### src/rtl/led_trail_pwm_pkg.sv
// Shared definitions for the LED trail display stage.
// Contents:
//   Q824_W       - width of the signed q8.24 position word (shared with the physics core)
//   LEVEL_MAX    - full-brightness level value
//   SEG_SIZE_DEF - default band width in q8.24 units
//   state_t      - band-search FSM states
package led_trail_pkg;

    localparam int unsigned               Q824_W       = 32;
    localparam logic [7:0]                LEVEL_MAX    = 8'hFF;
    localparam logic signed [Q824_W-1:0]  SEG_SIZE_DEF = 32'sd1677721;

    typedef enum logic [1:0] {
        IDLE,
        SEARCH,
        UPDATE
    } state_t;

endpackage

### src/rtl/led_trail_pwm_if.sv
// Step/position bus between the step timer / physics core and the LED trail stage.
// Signals:
//   Position - signed q8.24 ball position
//   Step     - single-cycle time-step strobe
//   Enable   - qualifies Step
//   Index    - band index of the most recent completed update
//   Busy     - band search / update in progress
//   Overrun  - sticky: a Step was dropped
// Modports: master drives Position/Step/Enable, slave drives Index/Busy/Overrun.
interface led_trail_pwm_if;
    import led_trail_pkg::*;

    logic signed [Q824_W-1:0] Position;
    logic                     Step;
    logic                     Enable;
    logic [3:0]               Index;
    logic                     Busy;
    logic                     Overrun;

    modport master (
        output Position, Step, Enable,
        input  Index, Busy, Overrun
    );

    modport slave (
        input  Position, Step, Enable,
        output Index, Busy, Overrun
    );

endinterface

### src/rtl/led_trail_pwm_comparator.sv
// Free-running PWM generator for the LED bank.
// Ports:
//   i_clk   - system clock
//   i_rst_n - synchronous active-low reset
//   i_level - per-LED brightness levels
//   o_ledr  - registered PWM outputs, o_ledr[i] = level[i] > counter
module led_pwm_comparator #(
    parameter int unsigned NUM_LEDS = 10,
    parameter int unsigned LEVEL_W  = 8
) (
    input  logic                              i_clk,
    input  logic                              i_rst_n,
    input  logic [NUM_LEDS-1:0][LEVEL_W-1:0]  i_level,
    output logic [NUM_LEDS-1:0]               o_ledr
);

    logic [LEVEL_W-1:0]  r_pwm_cnt;
    logic [NUM_LEDS-1:0] r_ledr;

    always_ff @(posedge i_clk) begin
        if (!i_rst_n) begin
            r_pwm_cnt <= '0;
            r_ledr    <= '0;
        end else begin
            r_pwm_cnt <= r_pwm_cnt + 1'b1;
            // Strict compare: level 0 never lights, full level lights all but one slot.
            for (int unsigned i = 0; i < NUM_LEDS; i++) begin
                r_ledr[i] <= (i_level[i] > r_pwm_cnt);
            end
        end
    end

    assign o_ledr = r_ledr;

endmodule

### src/rtl/led_trail_pwm.sv
// LED trail display stage: maps each time-step position to a band with a
// sequential search, keeps decaying per-LED brightness levels and drives LEDR
// through a PWM comparator.
// Ports:
//   CLOCK_50 - system clock
//   Reset_n  - synchronous active-low reset
//   bus      - step/position bus (slave side): Position, Step, Enable in;
//              Index, Busy, Overrun out
//   LEDR     - PWM-modulated LED drive, registered
module led_trail_pwm
    import led_trail_pkg::*;
#(
    parameter int unsigned               NUM_LEDS    = 10,
    parameter int unsigned               LEVEL_W     = 8,
    parameter logic signed [Q824_W-1:0]  SEG_SIZE    = SEG_SIZE_DEF,
    parameter int unsigned               DECAY_DIV   = 16,
    parameter int unsigned               DECAY_SHIFT = 1
) (
    input  logic                 CLOCK_50,
    input  logic                 Reset_n,
    led_trail_pwm_if.slave       bus,
    output logic [NUM_LEDS-1:0]  LEDR
);

    localparam int unsigned IDX_W = 4;
    localparam int unsigned DC_W  = (DECAY_DIV > 1) ? $clog2(DECAY_DIV) : 1;

    state_t                             r_state, w_state_next;
    logic signed [Q824_W-1:0]           r_cap_pos;
    logic signed [Q824_W-1:0]           r_pend_pos;
    logic                               r_pend;
    logic                               r_overrun;
    logic [IDX_W-1:0]                   r_k;
    logic [IDX_W-1:0]                   r_res;
    logic [IDX_W-1:0]                   r_index;
    logic [DC_W-1:0]                    r_decay_cnt;
    logic [NUM_LEDS-1:0][LEVEL_W-1:0]   r_level;

    logic                               w_step;
    logic signed [Q824_W-1:0]           w_thresh;
    logic                               w_hit;
    logic                               w_capture;
    logic                               w_load_pend;
    logic                               w_done;
    logic [IDX_W-1:0]                   w_result;

    assign w_step   = bus.Step && bus.Enable;
    assign w_thresh = SEG_SIZE * $signed(Q824_W'(r_k) + Q824_W'(1));
    assign w_hit    = (r_cap_pos < w_thresh);
    assign w_result = w_hit ? r_k : IDX_W'(NUM_LEDS - 1);

    always_comb begin
        w_state_next = r_state;
        w_capture    = 1'b0;
        w_load_pend  = 1'b0;
        w_done       = 1'b0;
        case (r_state)
            IDLE: begin
                if (w_step && !r_pend) begin
                    w_capture    = 1'b1;
                    w_state_next = SEARCH;
                end else if (r_pend) begin
                    w_load_pend  = 1'b1;
                    w_state_next = SEARCH;
                end
            end
            SEARCH: begin
                if (w_hit || (r_k == IDX_W'(NUM_LEDS - 2))) begin
                    w_done       = 1'b1;
                    w_state_next = UPDATE;
                end
            end
            UPDATE:  w_state_next = IDLE;
            default: w_state_next = IDLE;
        endcase
    end

    always_ff @(posedge CLOCK_50) begin
        if (!Reset_n) begin
            r_state     <= IDLE;
            r_cap_pos   <= '0;
            r_pend_pos  <= '0;
            r_pend      <= 1'b0;
            r_overrun   <= 1'b0;
            r_k         <= '0;
            r_res       <= '0;
            r_index     <= '0;
            r_decay_cnt <= '0;
            r_level     <= '0;
        end else begin
            r_state <= w_state_next;

            if (w_capture) begin
                r_cap_pos <= bus.Position;
                r_k       <= '0;
            end else if (w_load_pend) begin
                r_cap_pos <= r_pend_pos;
                r_k       <= '0;
            end else if ((r_state == SEARCH) && !w_done) begin
                r_k <= r_k + 1'b1;
            end

            // A Step arriving while the pending slot is being drained refills
            // the slot, so Pending stays set in that case.
            if (w_load_pend) begin
                if (w_step) begin
                    r_pend_pos <= bus.Position;
                end else begin
                    r_pend <= 1'b0;
                end
            end else if (w_step && (r_state != IDLE)) begin
                if (!r_pend) begin
                    r_pend     <= 1'b1;
                    r_pend_pos <= bus.Position;
                end else begin
                    r_overrun <= 1'b1;
                end
            end

            if (w_done) begin
                r_res <= w_result;
            end

            if (r_state == UPDATE) begin
                if (r_decay_cnt == DC_W'(DECAY_DIV - 1)) begin
                    r_decay_cnt <= '0;
                    for (int unsigned i = 0; i < NUM_LEDS; i++) begin
                        r_level[i] <= r_level[i] >> DECAY_SHIFT;
                    end
                end else begin
                    r_decay_cnt <= r_decay_cnt + 1'b1;
                end
                // Later assignment wins over the decay of the same entry.
                r_level[r_res] <= '1;
                r_index        <= r_res;
            end
        end
    end

    assign bus.Index   = r_index;
    assign bus.Busy    = (r_state != IDLE);
    assign bus.Overrun = r_overrun;

    led_pwm_comparator #(
        .NUM_LEDS (NUM_LEDS),
        .LEVEL_W  (LEVEL_W)
    ) u_pwm (
        .i_clk   (CLOCK_50),
        .i_rst_n (Reset_n),
        .i_level (r_level),
        .o_ledr  (LEDR)
    );

endmodule

### src/flat_wrapper.sv
// flat-port wrapper written by rule: the top's interface ports become plain ports
module led_trail_pwm_flat import led_trail_pkg::*;
#(
    parameter int unsigned               NUM_LEDS    = 10,
    parameter int unsigned               LEVEL_W     = 8,
    parameter logic signed [Q824_W-1:0]  SEG_SIZE    = SEG_SIZE_DEF,
    parameter int unsigned               DECAY_DIV   = 16,
    parameter int unsigned               DECAY_SHIFT = 1
)
  (CLOCK_50, Reset_n, LEDR, bus_Position, bus_Step, bus_Enable, bus_Index, bus_Busy, bus_Overrun);
  led_trail_pwm_if bus_i ();
  input  logic CLOCK_50;
  input  logic Reset_n;
  output logic [NUM_LEDS-1:0] LEDR;
  input wire logic [$bits(bus_i.Position)-1:0] bus_Position;
  input wire logic [$bits(bus_i.Step)-1:0] bus_Step;
  input wire logic [$bits(bus_i.Enable)-1:0] bus_Enable;
  output wire logic [$bits(bus_i.Index)-1:0] bus_Index;
  output wire logic [$bits(bus_i.Busy)-1:0] bus_Busy;
  output wire logic [$bits(bus_i.Overrun)-1:0] bus_Overrun;
  assign bus_i.Position = bus_Position;
  assign bus_i.Step = bus_Step;
  assign bus_i.Enable = bus_Enable;
  assign bus_Index = bus_i.Index;
  assign bus_Busy = bus_i.Busy;
  assign bus_Overrun = bus_i.Overrun;
  led_trail_pwm #(.NUM_LEDS(NUM_LEDS), .LEVEL_W(LEVEL_W), .SEG_SIZE(SEG_SIZE), .DECAY_DIV(DECAY_DIV), .DECAY_SHIFT(DECAY_SHIFT)) u_core (.CLOCK_50(CLOCK_50), .Reset_n(Reset_n), .bus(bus_i), .LEDR(LEDR));
endmodule
### config.mk
export PLATFORM = sky130hd
export DESIGN_NAME = led_trail_pwm_flat
export DESIGN_NICKNAME = d
export VERILOG_FILES = /design/src/rtl/led_trail_pwm_pkg.sv /design/src/rtl/led_trail_pwm_if.sv /design/src/rtl/led_trail_pwm_comparator.sv /design/src/rtl/led_trail_pwm.sv /design/src/flat_wrapper.sv
export SDC_FILE = /design/constraint.sdc
export NUM_CORES = 1
export LEC_CHECK = 0
export ABC_AREA = 1
export CAP_MARGIN = 20
export CORE_MARGIN = 2
export CORE_UTILIZATION = 40
export DETAILED_ROUTE_END_ITERATION = 16
export SLEW_MARGIN = 20
export SYNTH_ARGS = -nofsm -noshare
export SYNTH_HDL_FRONTEND = slang
export SYNTH_HIERARCHICAL = 1
export SYNTH_SLANG_ARGS = --single-unit
### constraint.sdc
create_clock -name CLOCK_50 -period 11.9 [get_ports CLOCK_50]
set_input_delay 1.19 -clock CLOCK_50 [delete_from_list [all_inputs] [get_ports CLOCK_50]]
set_output_delay 1.19 -clock CLOCK_50 [all_outputs]
set_load 0.05 [all_outputs]
# --- Word level (Yosys, flattened, before mapping) ---
# Index checks and enable logic that the tools add are counted.
word_totals:
  inputBits: 36
  reg_bits: 182
  output_inout_bits: 16
classes:
  mux: 27
  add_sub_neg: 4
  bitwise: 3
  n_eq_ne: 9
  reduce_logical: 17
  mul: 1
  order_cmp: 13
ops:
  columns: ["operator", "count"]
  rows:
  - ["$mux 80", 3]
  - ["$mux 32", 6]
  - ["$gt 8x8->1", 10]
  - ["$or 80x80->80", 1]
  - ["$demux 8 s4", 1]
  - ["$lt 32x32->1", 1]
  - ["$mul 22x32->32 const A", 1]
  - ["$mux 1", 10]
  - ["$add 4x1->4 const B", 2]
  - ["$add 8x1->8 const B", 1]
  - ["$eq 4x4->1 const B", 2]
  - ["$mux 4", 2]
  - ["$mux 8", 1]
  - ["$mux 2", 3]
  - ["$reduce_and 3->1", 2]
  - ["$reduce_bool 2->1", 3]
  - ["$add 4x1->5 const B", 1]
  - ["$logic_and 1x1->1", 5]
  - ["$lt 4x5->1 const B", 1]
  - ["$ge 4x1->1 const B", 1]
  - ["$ne 2x1->1 const B", 2]
  - ["$ne 2x2->1 const B", 2]
  - ["$pmux 2 s2", 1]
  - ["$reduce_and 2->1", 2]
  - ["other kinds (8)", 10]

# --- Depth between registers and ports, before layout ---
logic_depth:
  depth_word: 8
  mapped_depth: 33
  ltp_nobuf: 32

# --- Hierarchy ---
# The synthesis kept the hierarchy.
modules_own_cells:
  columns: ["mod", "area_each_um2", "cells_each", "n_inst"]
  rows:
  - ["led_trail_pwm", 7692.4, 1030, 1]
  - ["led_pwm_comparator", 2486.1, 364, 1]

# --- Least setup slack after synthesis ---
# Ideal clock, no wire load.
synth_path:
  kind: "flip-flop to flip-flop"
  from: "reg u_core.r_k[0]"
  to: "reg u_core.r_res[3]"
  synth_period_minus_slack_ns: 4.376
  setup_ns: 0.117
  n_path_buf: 1
  path_slack_ns: 7.524
  required_ns: 11.783
  t_arrival_ns: 4.259
  stages_incl_launch_ff: 31
  cell_sequence: "dfxtp_1 -> nand2_1 -> nor2_1 -> xor2_1 -> nand2_1 -> o21ai_0 -> inv_1 -> ha_1 -> inv_1 -> fa_1 -> inv_1 -> ha_1 -> buf_4 -> a21oi_1 -> nand2_1 -> nand2_2 -> nand2_4 -> inv_2 -> o21ai_2 -> xor2_1 -> ha_1 -> a21oi_1 -> nor2_1 -> nor2_1 -> nand3_1 -> a21oi_1 -> nand2_2 -> nand2_1 -> nand2_1 -> o21ai_0 -> nor2_1"
synth_via:
  elab_chain_cells: 6
  word_cells_on_any_way: 8
  classes_between: "1 x add/sub; 1 x mul; 1 x order compare; 1 x eq/ne; 3 x mux; 1 x reduce/logical"
synth_lines:
  columns: ["element", "line", "text"]
  rows:
  - ["from (decl)", "led_trail_pwm.sv:33", "logic [IDX_W-1:0] r_k;"]
  - ["from (signal assigned)", "led_trail_pwm.sv:100", "r_k <= r_k + 1'b1;"]
  - ["$add 4x1->5", "led_trail_pwm.sv:48", "assign w_thresh = SEG_SIZE * $signed(Q824_W'(r_k) + Q824_W'(1));"]
  - ["$mul 22x32->32", "led_trail_pwm.sv:48", null]
  - ["$lt 32x32->1", "led_trail_pwm.sv:49", "assign w_hit = (r_cap_pos < w_thresh);"]
  - ["$logic_or 1x1->1", "led_trail_pwm.sv:68", "if (w_hit || (r_k == IDX_W'(NUM_LEDS - 2))) begin"]
  - ["$mux 1", "led_trail_pwm.sv:68", null]
  - ["$mux 1", "led_trail_pwm.sv:57", "case (r_state)"]
  - ["to (signal assigned)", "led_trail_pwm.sv:121", "r_res <= w_result;"]
  - ["to (decl)", "led_trail_pwm.sv:34", "logic [IDX_W-1:0] r_res;"]
# Several ways; a longest one is shown, not always the timed one.
# A chain may end at the register's enable or synchronous reset.

# --- Worst setup path in the final report ---
layout_path:
  from: "reg u_core.r_k[0]"
  to: "reg u_core.r_res[3]"
layout_via:
  elab_chain_cells: 6
  word_cells_on_any_way: 8
  classes_between: "1 x add/sub; 1 x mul; 1 x order compare; 1 x eq/ne; 3 x mux; 1 x reduce/logical"
layout_lines:
  columns: ["element", "line", "text"]
  rows:
  - ["$add 4x1->5 *", "led_trail_pwm.sv:48", null]
  - ["$mul 22x32->32 *", "led_trail_pwm.sv:48", null]
  - ["via u_core.w_thresh[2]", "led_trail_pwm.sv:40", "logic signed [Q824_W-1:0] w_thresh;"]
  - ["$lt 32x32->1 *", "led_trail_pwm.sv:49", null]
  - ["$logic_or 1x1->1", "led_trail_pwm.sv:68", null]
  - ["$mux 1", "led_trail_pwm.sv:68", null]
  - ["$mux 1", "led_trail_pwm.sv:57", null]
# Mark *: on every way through the listed nets, which the timed path passes. The rest lies on a longest branch.

==> impl_results.md <==
* Global Route Usage Sum at 18.1%
* Fin crit period at 5050 ps
* First-pass GRT wire length at 39,300 microns
* Sequential Power Share at 43.9%
* Pint at 0.00105 W
* Core area at 0.0251 sq mm
* Tcrit/Tclk final at 42.4%
* Initial drt markers at 564
* Worst Path Required at 12,220 ps
* Rel. slew slack at 41.4%
* # diodes at 0
* Placer Congestion at 0.821
* Clock sink count at 182
* # rows at 58
* Ys Warns at 6
* Core Util, Final at 45.8%
* Most used cell, CP: nand2_1
* Area of the multi-input gates at 0.00564 sq mm
* CP Launch Type: flop
* VDD IR max at 83.3 uV
* Slew @ Worst Pin at 879 ps
* Vias/cell at 4.92
* Number of enable flip-flop cells after synthesis at 0
* DR vias at 8,652
* RSZ-0062 raised after global routing: false
* Most common cell after layout, fill and taps aside: nand2_1
* Final Hold Vio Count at 0
* Crit path max-delay family: adder cells
* I/O pin count at 52
* DRT antenna net count at 0
* Static leakage at 5.27 nW
* Routed len/inst at 13.2 microns
* Nets@finish at 1,580
* Detail Placement HPWL at 14,800 microns
* CP arrival at 5360 ps
* DRC at 0
* Bufs and invs on worst path at 5
* PostCTS Resize Cnt at 0
* Peak Freq at 0.198 GHz
* Library cells used by synthesis at 40
* Most frequent cells in the layout: nand2_1, dfxtp_1, inv_1
* Setup total negative slack at 0 ps
* Comb pwr share at 18.1%
* Worst-path maximum fanout at 9
* Fraction of registers with async set/reset at 0%
* Synth Flop Type: dfxtp_1
* Synth Register Bits at 182
* Maximum number of pins on one net before global-route repair at 103
* Clock Latency Late Sink at 430 ps
* Area Overhead vs Synth at 12.9%
* Area of the die at 0.0267 sq mm
* Grt total ovfl at 0
* Initial antenna violation count at 0
* Psw at 0.000440 W
* Max-cap viol count at 0
* Post-CTS setup buffer count at 0
* Status: completed
* Sequential Area at 0.00364 sq mm
* Number of port buffers at 51
* Sequential share of the synthesized area at 35.8%
* Slowest CP cell: dfxtp_1
* Sw frac at 29.6%
* Critical Path End Type: flop
* Syn Inst Count at 1,394
* PD cells at 129 mW/mm^2
* Final Max Slew Viols at 0
* Vias in the first global route at 8,058
* FILL cells at 2,597
* Share of post-route cells with drive strength above 1 at 4.34%
* Die height at 164 microns
* Routed WL at 23,200 microns
* Clock Skew at 13.2 ps
* Post-Syn Nets at 1,558
* CTS max path bufs at 2
* CTS root buffer: clkbuf_16
* CP peak stage delay at 520 ps
* Mapped Area at 0.0102 sq mm
* WS Path Type: flop to flop
* Post-cts hold buffer count at 0
* Clock Power Share at 38.0%
* Final Setup Violations at 0
* Initial Utilization at 40.5%
* First-pass detailed-route iteration total at 5
* Inserted Clock Buffers at 17
* CTS tree: yes
* Worst-path clk slew at 70 ps
* Die width at 164 microns
* Hold crit path type: flop to flop
* Maximum level of the CTS H-tree at 4
* Avg Synthesized Cell Area at 7.30 sq um
[synthesized netlist by cell type, drive strengths merged, types with 5 or more instances]
master / number / share of area (%)
a31oi: 46 / 2.8
o21ai: 147 / 7.3
a21oi: 110 / 5.4
dfxtp: 182 / 36
inv: 170 / 6.3
nand2: 363 / 14
ha: 126 / 15
clkbuf: 28 / 1.1
nor3: 5 / 0.30
nand3: 37 / 1.9
a21o: 10 / 0.74
xor2: 20 / 1.7
xnor2: 8 / 0.69
nor2: 92 / 3.5
buf: 28 / 1.4
[path summary, 6_finish.rpt]
check | start | end | cells after the start | slack (ps)
worst max-delay path | u_core/r_k[0]$_SDFFE_PP0P_ | u_core/r_res[3]$_SDFFE_PN0P_ | 29 | 6850
worst min-delay path | u_core/r_pend_pos[15]$_SDFFE_PN0P_ | u_core/r_pend_pos[15]$_SDFFE_PN0P_ | 2 | 450
worst max register to register | u_core/r_k[0]$_SDFFE_PP0P_ | u_core/r_res[3]$_SDFFE_PN0P_ | 29 | 6850
worst min register to register | u_core/r_pend_pos[15]$_SDFFE_PN0P_ | u_core/r_pend_pos[15]$_SDFFE_PN0P_ | 2 | 450
[state kept, by name, indices dropped and copies added (netlist names), 4 cells and up]
| signal | flops |
|---|---|
| u_core/r_level | 80 |
| u_core/r_cap_pos | 32 |
| u_core/r_pend_pos | 32 |
| u_core/u_pwm/o_ledr | 10 |
| u_core/u_pwm/r_pwm_cnt | 8 |
| u_core/bus.Index | 4 |
| u_core/r_decay_cnt | 4 |
| u_core/r_k | 4 |
| u_core/r_res | 4 |
[area by class of cell]
| cell class | instances | share of cell area (%) |
|---|---|---|
| Multi-Input combinational cell | 986 | 49.1 |
| Sequential cell | 182 | 31.7 |
| Inverter | 170 | 5.55 |
| Timing Repair Buffer | 59 | 4.95 |
| Clock buffer | 21 | 4.09 |
| Tap cell | 330 | 3.59 |
| Clock inverter | 11 | 1.02 |
[tightest hold or removal path, delay by kind of cell, from the launching register on]
family          cells  cell delay (ps)
compound gates      1               50
buf+inv             1               50
flops               1              300
[power by group through the flow]
stage                     clock (W)  sequential (W)  combinational [W]
after floorplan                   0        0.000678           0.000185
after global placement            0        0.000667           0.000264
after detailed placement          0        0.000667           0.000269
after CTS                  0.000582        0.000654           0.000271
after global routing       0.000605        0.000657           0.000310
final                      0.000565        0.000654           0.000269
[layer usage]
metal	up-vias	part of all wire (%)	global-route usage (%)
met5	-	0	0
met4	0	1.3	5.46
met3	21	2.4	2.59
met2	90	45	30.1
met1	3943	51	24.4
li1	4598	-	-
[per-stage QoR]
stage | instances | power (W) | instance area, sq um | setup slack (ps) | hold WS (ps)
2_1_floorplan | 1394 | 0.000863 | 10200 | 7520 | 425
3_3_place_gp | 1727 | 0.000931 | 10900 | 7000 | 434
3_5_place_dp | 1727 | 0.000936 | 10900 | 6890 | 441
4_1_cts | 1759 | 0.00151 | 11500 | 6830 | 452
5_1_grt | 1759 | 0.00157 | 11500 | 6240 | 469
6_report | 1759 | 0.00149 | 11500 | 6850 | 448
[logic make-up (layout without fill, tap and decap cells)]
| logic type | Yosys count | in the layout | synth area share, % |
|---|---|---|---|
| simple gates | 506 | 506 | 20.0 |
| compound gates | 324 | 324 | 17.1 |
| buf+inv | 226 | 261 | 8.80 |
| xor+xnor | 28 | 28 | 2.41 |
| fa+ha+maj | 128 | 128 | 15.9 |
| flops | 182 | 182 | 35.8 |
Power figures use the tool's default switching activity.
